## config.mk

```make
export PLATFORM = sky130hd
export DESIGN_NAME = exhaustive_sweep_sequencer
export DESIGN_NICKNAME = d
export VERILOG_FILES = /design/src/rtl/sweep_pkg.sv /design/src/rtl/misr_reg.sv /design/src/rtl/exhaustive_sweep_sequencer.sv
export SDC_FILE = /design/constraint.sdc
export NUM_CORES = 1
export LEC_CHECK = 0
export ABC_CLOCK_PERIOD_IN_PS = 4700
export CAP_MARGIN = 20
export CELL_PAD_IN_SITES_DETAIL_PLACEMENT = 0
export CELL_PAD_IN_SITES_GLOBAL_PLACEMENT = 1
export CORE_AREA = 2 2 81 67
export DETAILED_ROUTE_END_ITERATION = 6
export DIE_AREA = 0 0 83 69
export GPL_ROUTABILITY_DRIVEN = 1
export PLACE_DENSITY = 0.69
export SYNTH_ARGS = -nofsm -noshare
export SYNTH_HDL_FRONTEND = slang
export SYNTH_SLANG_ARGS = --single-unit
```

## constraint.sdc

```tcl
create_clock -name CK -period 4.7 [get_ports CK]
set_clock_uncertainty 0.1 [all_clocks]
set_input_delay 1.41 -clock CK [delete_from_list [all_inputs] [get_ports CK]]
set_output_delay 1.41 -clock CK [all_outputs]
set_load 0.01 [all_outputs]
```

## src/rtl/sweep_pkg.sv

```systemverilog
// Shared types and defaults for the exhaustive sweep sequencer and its MISR.
package sweep_pkg;

    typedef enum logic [1:0] {
        IDLE   = 2'd0,
        SETTLE = 2'd1,
        HOLD   = 2'd2
    } sweep_state_e;

    localparam int          DEFAULT_SIG_W = 16;
    localparam logic [15:0] DEFAULT_POLY  = 16'h1021;

    // Width of a down-counter that must hold values 0..settle-1 (never zero bits wide).
    function automatic int cnt_width(input int settle);
        return (settle > 1) ? $clog2(settle) : 1;
    endfunction

endpackage

```

## src/rtl/misr_reg.sv

```systemverilog
// Multiple-input signature register: a Galois LFSR that XORs a zero-extended
// response word into the shifted state on every enabled cycle.
module misr_reg
    import sweep_pkg::*;
#(
    parameter int               SIG_W  = DEFAULT_SIG_W,
    parameter logic [SIG_W-1:0] POLY   = SIG_W'(DEFAULT_POLY),
    parameter int               N_IN_W = 1
) (
    input  logic              CK,
    input  logic              reset,
    input  logic              clr,
    input  logic              en,
    input  logic [N_IN_W-1:0] din,
    output logic [SIG_W-1:0]  sig
);

    logic [SIG_W-1:0] din_ext;
    logic [SIG_W-1:0] sig_nxt;

    assign din_ext = SIG_W'(din);
    assign sig_nxt = {sig[SIG_W-2:0], 1'b0} ^ (sig[SIG_W-1] ? POLY : '0) ^ din_ext;

    // Signature register: cleared at the start of a sweep, folds one response per record.
    always_ff @(posedge CK or posedge reset) begin
        // NOTE: sequential state uses non-blocking assignments so every flop samples pre-edge values.
        if (reset) begin
            sig <= '0;
        end else if (clr) begin
            sig <= '0;
        end else if (en) begin
            sig <= sig_nxt;
        end
    end

endmodule

```

## src/rtl/exhaustive_sweep_sequencer.sv

```systemverilog
// Walks every input vector 0..2**N_IN-1 into a DUT, samples the response after
// a settle delay, emits one (vector, response) record per vector on a
// valid/ready stream and folds the responses into a MISR signature.
module exhaustive_sweep_sequencer
    import sweep_pkg::sweep_state_e;
    import sweep_pkg::DEFAULT_SIG_W;
    import sweep_pkg::DEFAULT_POLY;
    import sweep_pkg::cnt_width;
#(
    parameter int               N_IN   = 5,
    parameter int               N_OUT  = 1,
    parameter int               SETTLE = 1,
    parameter int               SIG_W  = DEFAULT_SIG_W,
    parameter logic [SIG_W-1:0] POLY   = SIG_W'(DEFAULT_POLY)
) (
    input  logic             CK,
    input  logic             reset,
    input  logic             start_i,
    input  logic             abort_i,
    output logic [N_IN-1:0]  vec_o,
    input  logic [N_OUT-1:0] resp_i,
    output logic             rec_valid,
    input  logic             rec_ready,
    output logic [N_IN-1:0]  rec_vec,
    output logic [N_OUT-1:0] rec_resp,
    output logic [SIG_W-1:0] sig_o,
    output logic             busy_o,
    output logic             done_o
);

    // The SETTLE state literal is always written scoped because the
    // parameter of the same name would otherwise shadow it.
    localparam int              CNT_W       = cnt_width(SETTLE);
    localparam logic [CNT_W-1:0] SETTLE_LOAD = CNT_W'(SETTLE - 1);
    localparam logic [N_IN-1:0] LAST_VEC    = '1;

    sweep_state_e     state;
    sweep_state_e     state_nxt;
    logic [CNT_W-1:0] settle_cnt;
    logic             settle_done;
    logic             last_vec;
    logic             sig_clr;
    logic             sig_en;

    assign settle_done = (settle_cnt == '0);
    assign last_vec    = (vec_o == LAST_VEC);

    // State register.
    always_ff @(posedge CK or posedge reset) begin
        if (reset) begin
            state <= sweep_pkg::IDLE;
        end else begin
            state <= state_nxt;
        end
    end

    // Next-state decode plus the state-derived controls (busy, MISR clear/enable).
    always_comb begin
        // NOTE: every output of this block gets a default first, so no path can infer a latch.
        state_nxt = state;
        busy_o    = 1'b0;
        sig_clr   = 1'b0;
        sig_en    = 1'b0;
        unique case (state)
            sweep_pkg::IDLE: begin
                // Abort takes priority over a simultaneous start.
                if (start_i && !abort_i) begin
                    state_nxt = sweep_pkg::SETTLE;
                    sig_clr   = 1'b1;
                end
            end
            sweep_pkg::SETTLE: begin
                busy_o = 1'b1;
                if (abort_i) begin
                    state_nxt = sweep_pkg::IDLE;
                end else if (settle_done) begin
                    state_nxt = sweep_pkg::HOLD;
                    sig_en    = 1'b1;
                end
            end
            sweep_pkg::HOLD: begin
                busy_o = 1'b1;
                if (abort_i) begin
                    state_nxt = sweep_pkg::IDLE;
                end else if (rec_ready) begin
                    state_nxt = last_vec ? sweep_pkg::IDLE : sweep_pkg::SETTLE;
                end
            end
            default: begin
                state_nxt = sweep_pkg::IDLE;
            end
        endcase
    end

    // Vector counter, settle counter, record register and completion pulse.
    always_ff @(posedge CK or posedge reset) begin
        if (reset) begin
            vec_o      <= '0;
            settle_cnt <= '0;
            rec_valid  <= 1'b0;
            rec_vec    <= '0;
            rec_resp   <= '0;
            done_o     <= 1'b0;
        end else begin
            done_o <= 1'b0;
            unique case (state)
                sweep_pkg::IDLE: begin
                    if (start_i && !abort_i) begin
                        vec_o      <= '0;
                        settle_cnt <= SETTLE_LOAD;
                    end
                end
                sweep_pkg::SETTLE: begin
                    if (abort_i) begin
                        rec_valid <= 1'b0;
                    end else if (settle_done) begin
                        rec_vec   <= vec_o;
                        rec_resp  <= resp_i;
                        rec_valid <= 1'b1;
                    end else begin
                        settle_cnt <= settle_cnt - CNT_W'(1);
                    end
                end
                sweep_pkg::HOLD: begin
                    if (abort_i) begin
                        rec_valid <= 1'b0;
                    end else if (rec_ready) begin
                        rec_valid <= 1'b0;
                        // The sweep stops at all-ones instead of wrapping back to 0.
                        if (last_vec) begin
                            done_o <= 1'b1;
                        end else begin
                            vec_o      <= vec_o + N_IN'(1);
                            settle_cnt <= SETTLE_LOAD;
                        end
                    end
                end
                default: begin
                end
            endcase
        end
    end

    misr_reg #(
        .SIG_W  (SIG_W),
        .POLY   (POLY),
        .N_IN_W (N_OUT)
    ) u_misr (
        .CK    (CK),
        .reset (reset),
        .clr   (sig_clr),
        .en    (sig_en),
        .din   (resp_i),
        .sig   (sig_o)
    );

endmodule

```

# Word level (Yosys, flattened, before mapping)
# Index checks and enable logic that the tools add are counted.
[word_totals]
ff_bits = 32
wordCells = 74
input_bits = 6
[classes]
n_addsub = 2
n_eq_ne = 10
n_reduce_logical = 13
bitwise_logic = 4
muxes = 37
[ops]
columns = ["op", "count"]
rows = [
  ["16-bit two-way mux", 2],
  ["1-bit two-way mux", 21],
  ["5-bit two-way mux", 4],
  ["16-bit by 1-bit XOR with 16-bit output", 1],
  ["16-bit XOR", 1],
  ["13-bit two-way mux", 1],
  ["2-bit two-way mux", 5],
  ["2-bit inequality test (second input constant)", 5],
  ["5-bit one-hot mux with 2 select lines", 1],
  ["3-bit AND reduction", 3],
  ["3-bit inequality test (second input constant)", 2],
  ["2-bit one-hot mux with 3 select lines", 1],
  ["6-bit AND reduction", 1],
  ["2-bit nonzero test", 3],
  ["5-bit by 1-bit adder with 5-bit output (second input constant)", 1],
  ["5-bit equality test (second input constant)", 1],
  ["5-bit AND reduction", 1],
  ["1-bit one-hot mux with 3 select lines", 1],
  ["3-bit nonzero test", 1],
  ["2-bit by 1-bit equality test with 1-bit output (second input constant)", 1],
  ["2-bit equality test (second input constant)", 1],
  ["2-bit logical NOT", 1],
  ["1-bit inverter", 2],
  ["1-bit one-hot mux with 2 select lines", 1],
  ["4 further kinds", 4],
]

# Logic depth before layout (Yosys ltp)
# Gate-level depths: netlist of run 1.
[depth]
depth_word = 5
ltp_mapped = 7
mapped_depth_nobuf = 7

# Hierarchy
# From an unflattened synthesis of run 1, not the netlist that was laid out.
[hier_totals]
hier_cells = 140
area_unflattened_um2 = 1514.0
[by_module_without_submodules]
columns = ["module", "seq_area_each_um2", "n_inst", "area_per_inst_um2", "cells_per_inst"]
rows = [
  ["exhaustive_sweep_sequencer", 375.4, 1, 809.5, 84],
  ["misr_reg", 400.4, 1, 704.4, 56],
]

# Least setup slack after synthesis of run 1
# No wires, ideal clock.
[synth_timing]
path_type = "input -> register"
from = "in rec_ready"
to = "reg vec_o[3]"
arrival_time_ns = 2.158
required_ns = 4.508
slack_ns = 2.350
setup_time_ns = 0.092
cell_stages = 4
path_cell_list = "and3b_2 -> o221ai_4 -> or2_4 -> o31ai_2"
[synth_via]
elab_chain_cells = 2
[synth_lines]
columns = ["item", "line", "rtl"]
rows = [
  ["from (decl)", "exhaustive_sweep_sequencer.sv:23", "input logic rec_ready,"],
  ["2-bit inequality test (no source line)", "-", ""],
  ["5-bit AND reduction (no source line)", "-", ""],
  ["to (signal assigned)", "exhaustive_sweep_sequencer.sv:133", "vec_o <= vec_o + N_IN'(1);"],
  ["to (decl)", "exhaustive_sweep_sequencer.sv:20", "output logic [N_IN-1:0] vec_o,"],
]
# Every way passes these cells.
# A chain may end at the register's enable or synchronous reset.

# Final worst setup path of run 1
[layout_timing]
from = "reg state[0]"
to = "out busy_o"
[layout_via]
elab_chain_cells = 3
word_cells_on_any_way = 4
cone_classes = "2 x eq/ne; 1 x mux; 1 x reduce/logical"
[layout_lines]
columns = ["item", "line", "rtl"]
rows = [
  ["from (decl)", "exhaustive_sweep_sequencer.sv:37", "sweep_state_e state;"],
  ["from (signal assigned)", "exhaustive_sweep_sequencer.sv:51", "state <= sweep_pkg::IDLE;"],
  ["from (signal assigned)", "exhaustive_sweep_sequencer.sv:53", "state <= state_nxt;"],
  ["2-bit equality test or 2-bit by 1-bit equality test with 1-bit output (tied branches)", "exhaustive_sweep_sequencer.sv:64", "unique case (state)"],
  ["2-bit OR reduction (no source line) *", "-", ""],
  ["1-bit two-way mux *", "exhaustive_sweep_sequencer.sv:64", ""],
  ["to (decl)", "exhaustive_sweep_sequencer.sv:27", "output logic busy_o,"],
]
# Mark *: on every way between the ends. The rest lies on a longest branch, timed or not.

==> results of run 1 <==
power breakdown:
| group | internal [mW] | switching [mW] |
|---|---|---|
| clock | 0.104 | 0.0979 |
| combinational | 0.225 | 0.229 |
| sequential | 0.341 | 0.0665 |
logic make-up (layout without fill, tap and decap cells):
family,Yosys count,after routing,share of synthesized area
simple gates,70,70,0.205
flops,31,31,0.544
compound gates,29,29,0.142
buf+inv,13,52,0.0369
fa+ha+maj,6,6,0.0527
xor+xnor,3,3,0.0184
final cells by class:
cell class / count / area [µm²]
inverters: 7 / 26.3
clock buffers: 7 / 76.3
multi-input cells: 108 / 597
fillers: 487 / 3000
clock inverters: 1 / 5.00
well taps: 62 / 77.6
flip-flops and latches: 31 / 776
repair buffers: 37 / 365
registers in the layout, indices dropped and copies added (netlist names):
signal	flops
rec_valid	1
rec_vec	5
u_misr.sig	16
rec_resp	1
state	2
done_o	1
vec_o	5
cells in the final DEF, fill, tap and decap left out:
cell type,n
nand2_1,53
clkdlybuf4s50_1,35
dfrtp_1,31
a21oi_1,13
nor2_1,8
inv_1,7
o21ai_0,6
ha_1,6
clkbuf_8,5
xnor2_1,3
a211oi_1,3
o31ai_1,2
o31ai_2,2
clkbuf_1,2
buf_4,2
nor2b_1,1
nand2b_1,1
a32o_1,1
and2b_1,1
and3b_2,1
o221ai_4,1
or2_4,1
and3_1,1
or2b_1,1
o2bb2ai_1,1
nand3_1,1
and2_1,1
clkinv_2,1
critical path, delay by kind of cell (launching register included):
family	cells	cell delay, ps
adder cells (fa/ha/maj)	1	320
flip-flops	1	410
buffers and inverters	2	630
layer usage:
layer,share of wire,global-route usage,up-vias,wire length (µm)
met5,0,0,-,0
met4,0.030,0.0765,0,95
met3,0.047,0.0395,10,152
met2,0.43,0.185,23,1400
met1,0.49,0.156,531,1570
li1,-,-,570,-
how the worst min path moves through the flow:
stage | start | to | slack [ps] | depth (start not counted)
floorplan | state[1] | state[1] | 400 | 2
global placement | rec_vec[3] | rec_vec[3] | 360 | 2
detailed placement | rec_vec[4] | rec_vec[4] | 360 | 2
CTS | rec_vec[4] | rec_vec[4] | 380 | 2
global route | rec_vec[3] | rec_vec[3] | 410 | 2
finish | rec_vec[4] | rec_vec[4] | 370 | 2
==> metrics.yaml, run 1 <==
synth:
  synthesis.nets: 164
  synth_top_area_frac: 0.544
  yosysWarnings: 0
  synth_common_cells: "nand2_1, dfrtp_1, a21oi_1"
  ys_seq_area_frac: 0.544
  syn_area_per_cell_um2: 9.38
  ys_ff_latch: 31
  synth_most_common_cell: "nand2_1"
  synth_cell_type_count: 25
  synth_top_area_cell: "dfrtp_1"
  synth.area.top_cells: "dfrtp_1, nand2_1, ha_1"
  synth-main-ff-cell: "dfrtp_1"
  syn_inst: 152
  synth.cell_area_mm2: 0.00143
  async_flop_share: 1.00
  synth_edf_count: 0
cts:
  cts_tree: "built"
  cts_root_buf: "clkbuf_8"
  path_clk_slew_ps: 70
  htree_levels: 2
  cts.sinks: 31
  cts_buffers: 5
  cts.path.max_buffers: 2
  clkLatencyLatePin_ps: 280
  ctsResizeCount: 0
  post-cts-setup-buffer-count: 0
  cts_hold_buffers: 0
setup_path:
  rr_worst_depth: 7
  cp-end-kind: "primary output"
  r2r_end: "vec_o[3]"
  rrSetupSlack_ps: 2520
  required_ps: 3190
  crit_chain: "inv_1 > ha_1 > clkdlybuf4s50_1"
  critical_path.startpoint: "state[0]"
  worstPathMaxFanout: 4
  criticalPathCategory: "reg -> out"
  endpoint: "busy_o"
  arrival_ps: 1650
  worst_setup_path_start_kind: "flop"
  timing.critical_path.slowest_stage_cell: "clkdlybuf4s50_1"
  critPathMaxStageDelay_ps: 550
  r2r-start: "vec_o[0]"
sta:
  slew_viol_final: 0
  fin_ws_ps: 1540
  max_freq_mhz: 317
  fin_hold_ws_ps: 372
  period_minus_slack_ps: 3160
  finalCritPeriodShare: 0.671
  finalSetupTns_ps: 0
  setup_viol: 0
  rsz0062_at_grt: "false"
  worst_pin_slew_ps: 1070
  final_hold_viol_count: 0
  slew_headroom: 0.285
power_and_ir_drop:
  cellPowerDensity_mw_per_mm2: 553
  leakage_nw: 0.845
  ir_drop_v: 0.000173
  finalPower_mw: 1.06
floorplanning:
  initial_core_util: 0.290
  rows: 23
  io_pins: 36
  core_area_mm2: 0.00492
  die-area_mm2: 0.00573
  die_w_um: 83
  die_h_um: 69
placement:
  dp_hpwl_um: 2230
  placed_cell_area_mm2: 0.00184
  gp_congestion: 0.716
  portBuffers: 35
  detailedPlace.worstSlack_ps: 1430
  dp_cells: 245
route:
  ant_nets: 0
  vias: 1134
  drt_wl_total_um: 3220
  wire_per_inst_um: 12.7
  drt_iter0_drc: 96
  first_pass_iters: 4
  route.detailed.drc: 0
  viasPerCell: 4.48
layout:
  fin_area_mm2: 0.00192
  post-route-util: 0.391
  drive_gt1_frac: 0.0681
  insertedDiodeCount: 0
  area_growth_pct: 34.9
  instances_no_fill: 253
  fin_nets: 202
min_path:
  hold_path.class: "reg -> reg"
outcome:
  status: "finished clean"
global_routing:
  grt_pass1_vias: 1165
  grt-ovfl-total: 0
  grt_max_degree: 32
  grt_pass1_wl_um: 5630
  gr-usage-all-layers: 0.124
  antenna_found_initial: 0
flow_run:
  maxCapViolCount: 0
Power figures use the tool's default switching activity.
==> run 2, diff against run 1 <==
--- a/config.mk
+++ b/config.mk
@@ -5,7 +5,7 @@
 export SDC_FILE = /design/constraint.sdc
 export NUM_CORES = 1
 export LEC_CHECK = 0
-export ABC_CLOCK_PERIOD_IN_PS = 4700
+export ABC_CLOCK_PERIOD_IN_PS = 3100
 export CAP_MARGIN = 20
 export CELL_PAD_IN_SITES_DETAIL_PLACEMENT = 0
 export CELL_PAD_IN_SITES_GLOBAL_PLACEMENT = 1
==> constraint.sdc (replaced) <==
create_clock -name CK -period 3.1 [get_ports CK]
set_clock_uncertainty 0.1 [all_clocks]
set_input_delay 0.93 -clock CK [delete_from_list [all_inputs] [get_ports CK]]
set_output_delay 0.93 -clock CK [all_outputs]
set_load 0.01 [all_outputs]
==> run 2 against run 1 <==
First-iteration DRC count grew 14%. Wire length grew 8.9%. Die area unchanged. Final cell count grew 0.40%. Hold slack better by 27 ps. Combinational power is 54% higher. Core utilization rose by 0.89 points. Clock-buffer cell count fell by 1. Final area rose by 2.3%. Non-clock buffer count increased by 1. Highest routed layer unchanged.
==> metrics.yaml, run 2 (synthesis gave the netlist of run 1 again) <==
sta:
  slew_headroom: 0.559  # was 0.285
  fin_hold_ws_ps: 399  # was 372 ps
  max_freq_mhz: 373
  setup_viol: 0  # unchanged
  finalSetupTns_ps: 0  # unchanged
  fin_ws_ps: 422  # was 1540 ps
  slew_viol_final: 0  # unchanged
  rsz0062_at_grt: "false"  # unchanged
  finalCritPeriodShare: 0.864
  final_hold_viol_count: 0  # unchanged
  period_minus_slack_ps: 2680
  worst_pin_slew_ps: 660  # was 1070 ps
layout:
  largest_register: "u_misr.sig"  # unchanged
  fin_nets: 203  # was 202
  layout_commonest_cell: "nand2_1"  # unchanged
  top_regs: "u_misr.sig: 16 flops, rec_vec: 5 flops, vec_o: 5 flops"  # unchanged
  layout_common_cells: "nand2_1, clkdlybuf4s50_1, dfrtp_1, a21oi_1, nor2_1"  # unchanged
  drive_gt1_frac: 0.0833  # was 0.0681
  insertedDiodeCount: 0  # unchanged
  multiInputGateArea_um2: 597  # unchanged
  regArea_um2: 776  # unchanged
  instances_no_fill: 254  # was 253
  final.fill_count: 499  # was 487
  area_growth_pct: 38.0  # was 34.9%
  largest_reg_flops: 16  # unchanged
route:
  drt_wl_total_um: 3510  # was 3220 µm
  route.detailed.drc: 0  # unchanged
  vias: 1196  # was 1134
  viasPerCell: 4.71  # was 4.48
  drt_iter0_drc: 109  # was 96
  first_pass_iters: 4  # unchanged
  wire_per_inst_um: 13.8  # was 12.7 µm
  ant_nets: 0  # unchanged
cts:
  cts.path.max_buffers: 2  # unchanged
  clkLatencyLatePin_ps: 290  # was 280 ps
  ctsResizeCount: 0  # unchanged
  htree_levels: 2  # unchanged
  post-cts-setup-buffer-count: 0  # unchanged
  cts_tree: "built"  # unchanged
  path_clk_slew_ps: 70  # about the same
  cts_root_buf: "clkbuf_8"  # unchanged
  cts_buffers: 5  # unchanged
  cts_hold_buffers: 0  # unchanged
  cts.sinks: 31  # unchanged
setup_path:
  critical_path.top_delay_family: "buffers and inverters"  # unchanged
  rr_worst_depth: 7  # unchanged
  criticalPathCategory: "reg -> out"  # unchanged
  required_ps: 2070  # was 3190 ps
  timing.critical_path.slowest_stage_cell: "clkdlybuf4s50_1"  # unchanged
  cp-end-kind: "primary output"  # unchanged
  worst_setup_path_start_kind: "flop"  # unchanged
  critical_path.startpoint: "state[0]"  # unchanged
  critPathMaxStageDelay_ps: 550  # about the same
  arrival_ps: 1650  # about the same
  crit_chain: "inv_1 > ha_1 > clkdlybuf4s50_1"  # unchanged
  r2r-start: "vec_o[0]"  # unchanged
  worstPathMaxFanout: 4  # unchanged
  rrSetupSlack_ps: 910  # was 2520 ps
  critPathBufInv: 2  # unchanged
  r2r_end: "vec_o[3]"  # unchanged
placement:
  dp_hpwl_um: 2430  # was 2230 µm
  detailedPlace.worstSlack_ps: 489  # was 1430 ps
  dp_cells: 246  # was 245
  portBuffers: 35  # unchanged
  gp_congestion: 0.699  # was 0.716
min_path:
  min_delay_path_depth: 2  # unchanged
  hp-start: "rec_vec[1]"  # was rec_vec[4]
  min_to: "rec_vec[1]"  # was rec_vec[4]
  hold_path.class: "reg -> reg"  # unchanged
floorplanning:
  core_area_mm2: 0.00492  # unchanged
  die_w_um: 83  # unchanged
  initial_core_util: 0.290  # unchanged
  io_pins: 36  # unchanged
  die_h_um: 69  # unchanged
  die-area_mm2: 0.00573  # unchanged
  rows: 23  # unchanged
global_routing:
  antenna_found_initial: 0  # unchanged
  grt-ovfl-total: 0  # unchanged
  grt_max_degree: 32  # unchanged
  gr-usage-all-layers: 0.130  # was 0.124
  grt_pass1_vias: 1230  # was 1165
  grt_pass1_wl_um: 5930  # was 5630 µm
power_and_ir_drop:
  cellPowerDensity_mw_per_mm2: 881  # was 553 mW/mm²
  ir_drop_v: 0.000292  # was 0.000173 V
  leakage_nw: 0.870  # was 0.845 nW
outcome:
  status: "finished clean"  # unchanged
flow_run:
  maxCapViolCount: 0  # unchanged
run 2: cell type report:
class                      instances  share of cell area
sequential                        31               0.394
clock inverter                     2              0.0178
clock buffer                       6              0.0420
multi-input combinational        108               0.303
inverter                           7              0.0134
timing repair buffer              38               0.190
tap                               62              0.0394
run 2: layer usage:
metal | share of wire | track usage | vias up | wire length [µm]
li1 | - | - | 572 | -
met5 | 0 | 0 | - | 0
met4 | 0.021 | 0.0601 | 0 | 72
met1 | 0.48 | 0.169 | 591 | 1680
met3 | 0.042 | 0.0395 | 8 | 148
met2 | 0.46 | 0.199 | 25 | 1610
run 2: how the worst max path moves through the flow:
stage / endpoint / slack [ps] / depth (start not counted)
global route: busy_o / 360 / 3
global placement: state[1] / 570 / 4
finish: busy_o / 420 / 3
detailed placement: u_misr.sig[13] / 490 / 5
floorplan: vec_o[3] / 1060 / 7
CTS: busy_o / 410 / 3
run 2: worst reg2reg max path, delay by kind of cell, from the launching register on:
kind | cells | cell delay [ps]
flip-flops | 1 | 440
AO/OA/AOI/OAI | 2 | 340
AND/OR/NAND/NOR | 3 | 740
adder cells (fa/ha/maj) | 2 | 480
run 2: metrics by stage:
step	power [mW]	area (µm²)	util
floorplan	1.00	1430	-
global placement	1.31	1850	0.376
detailed placement	1.33	1850	0.376
CTS	1.75	1970	0.400
global route	1.86	1970	0.400
finish	1.73	1970	0.400
run 2: power by group:
group          internal [mW]  total [mW]  switching, mW
combinational          0.345       0.698          0.353
sequential             0.517       0.621          0.104
clock                  0.260       0.414          0.154
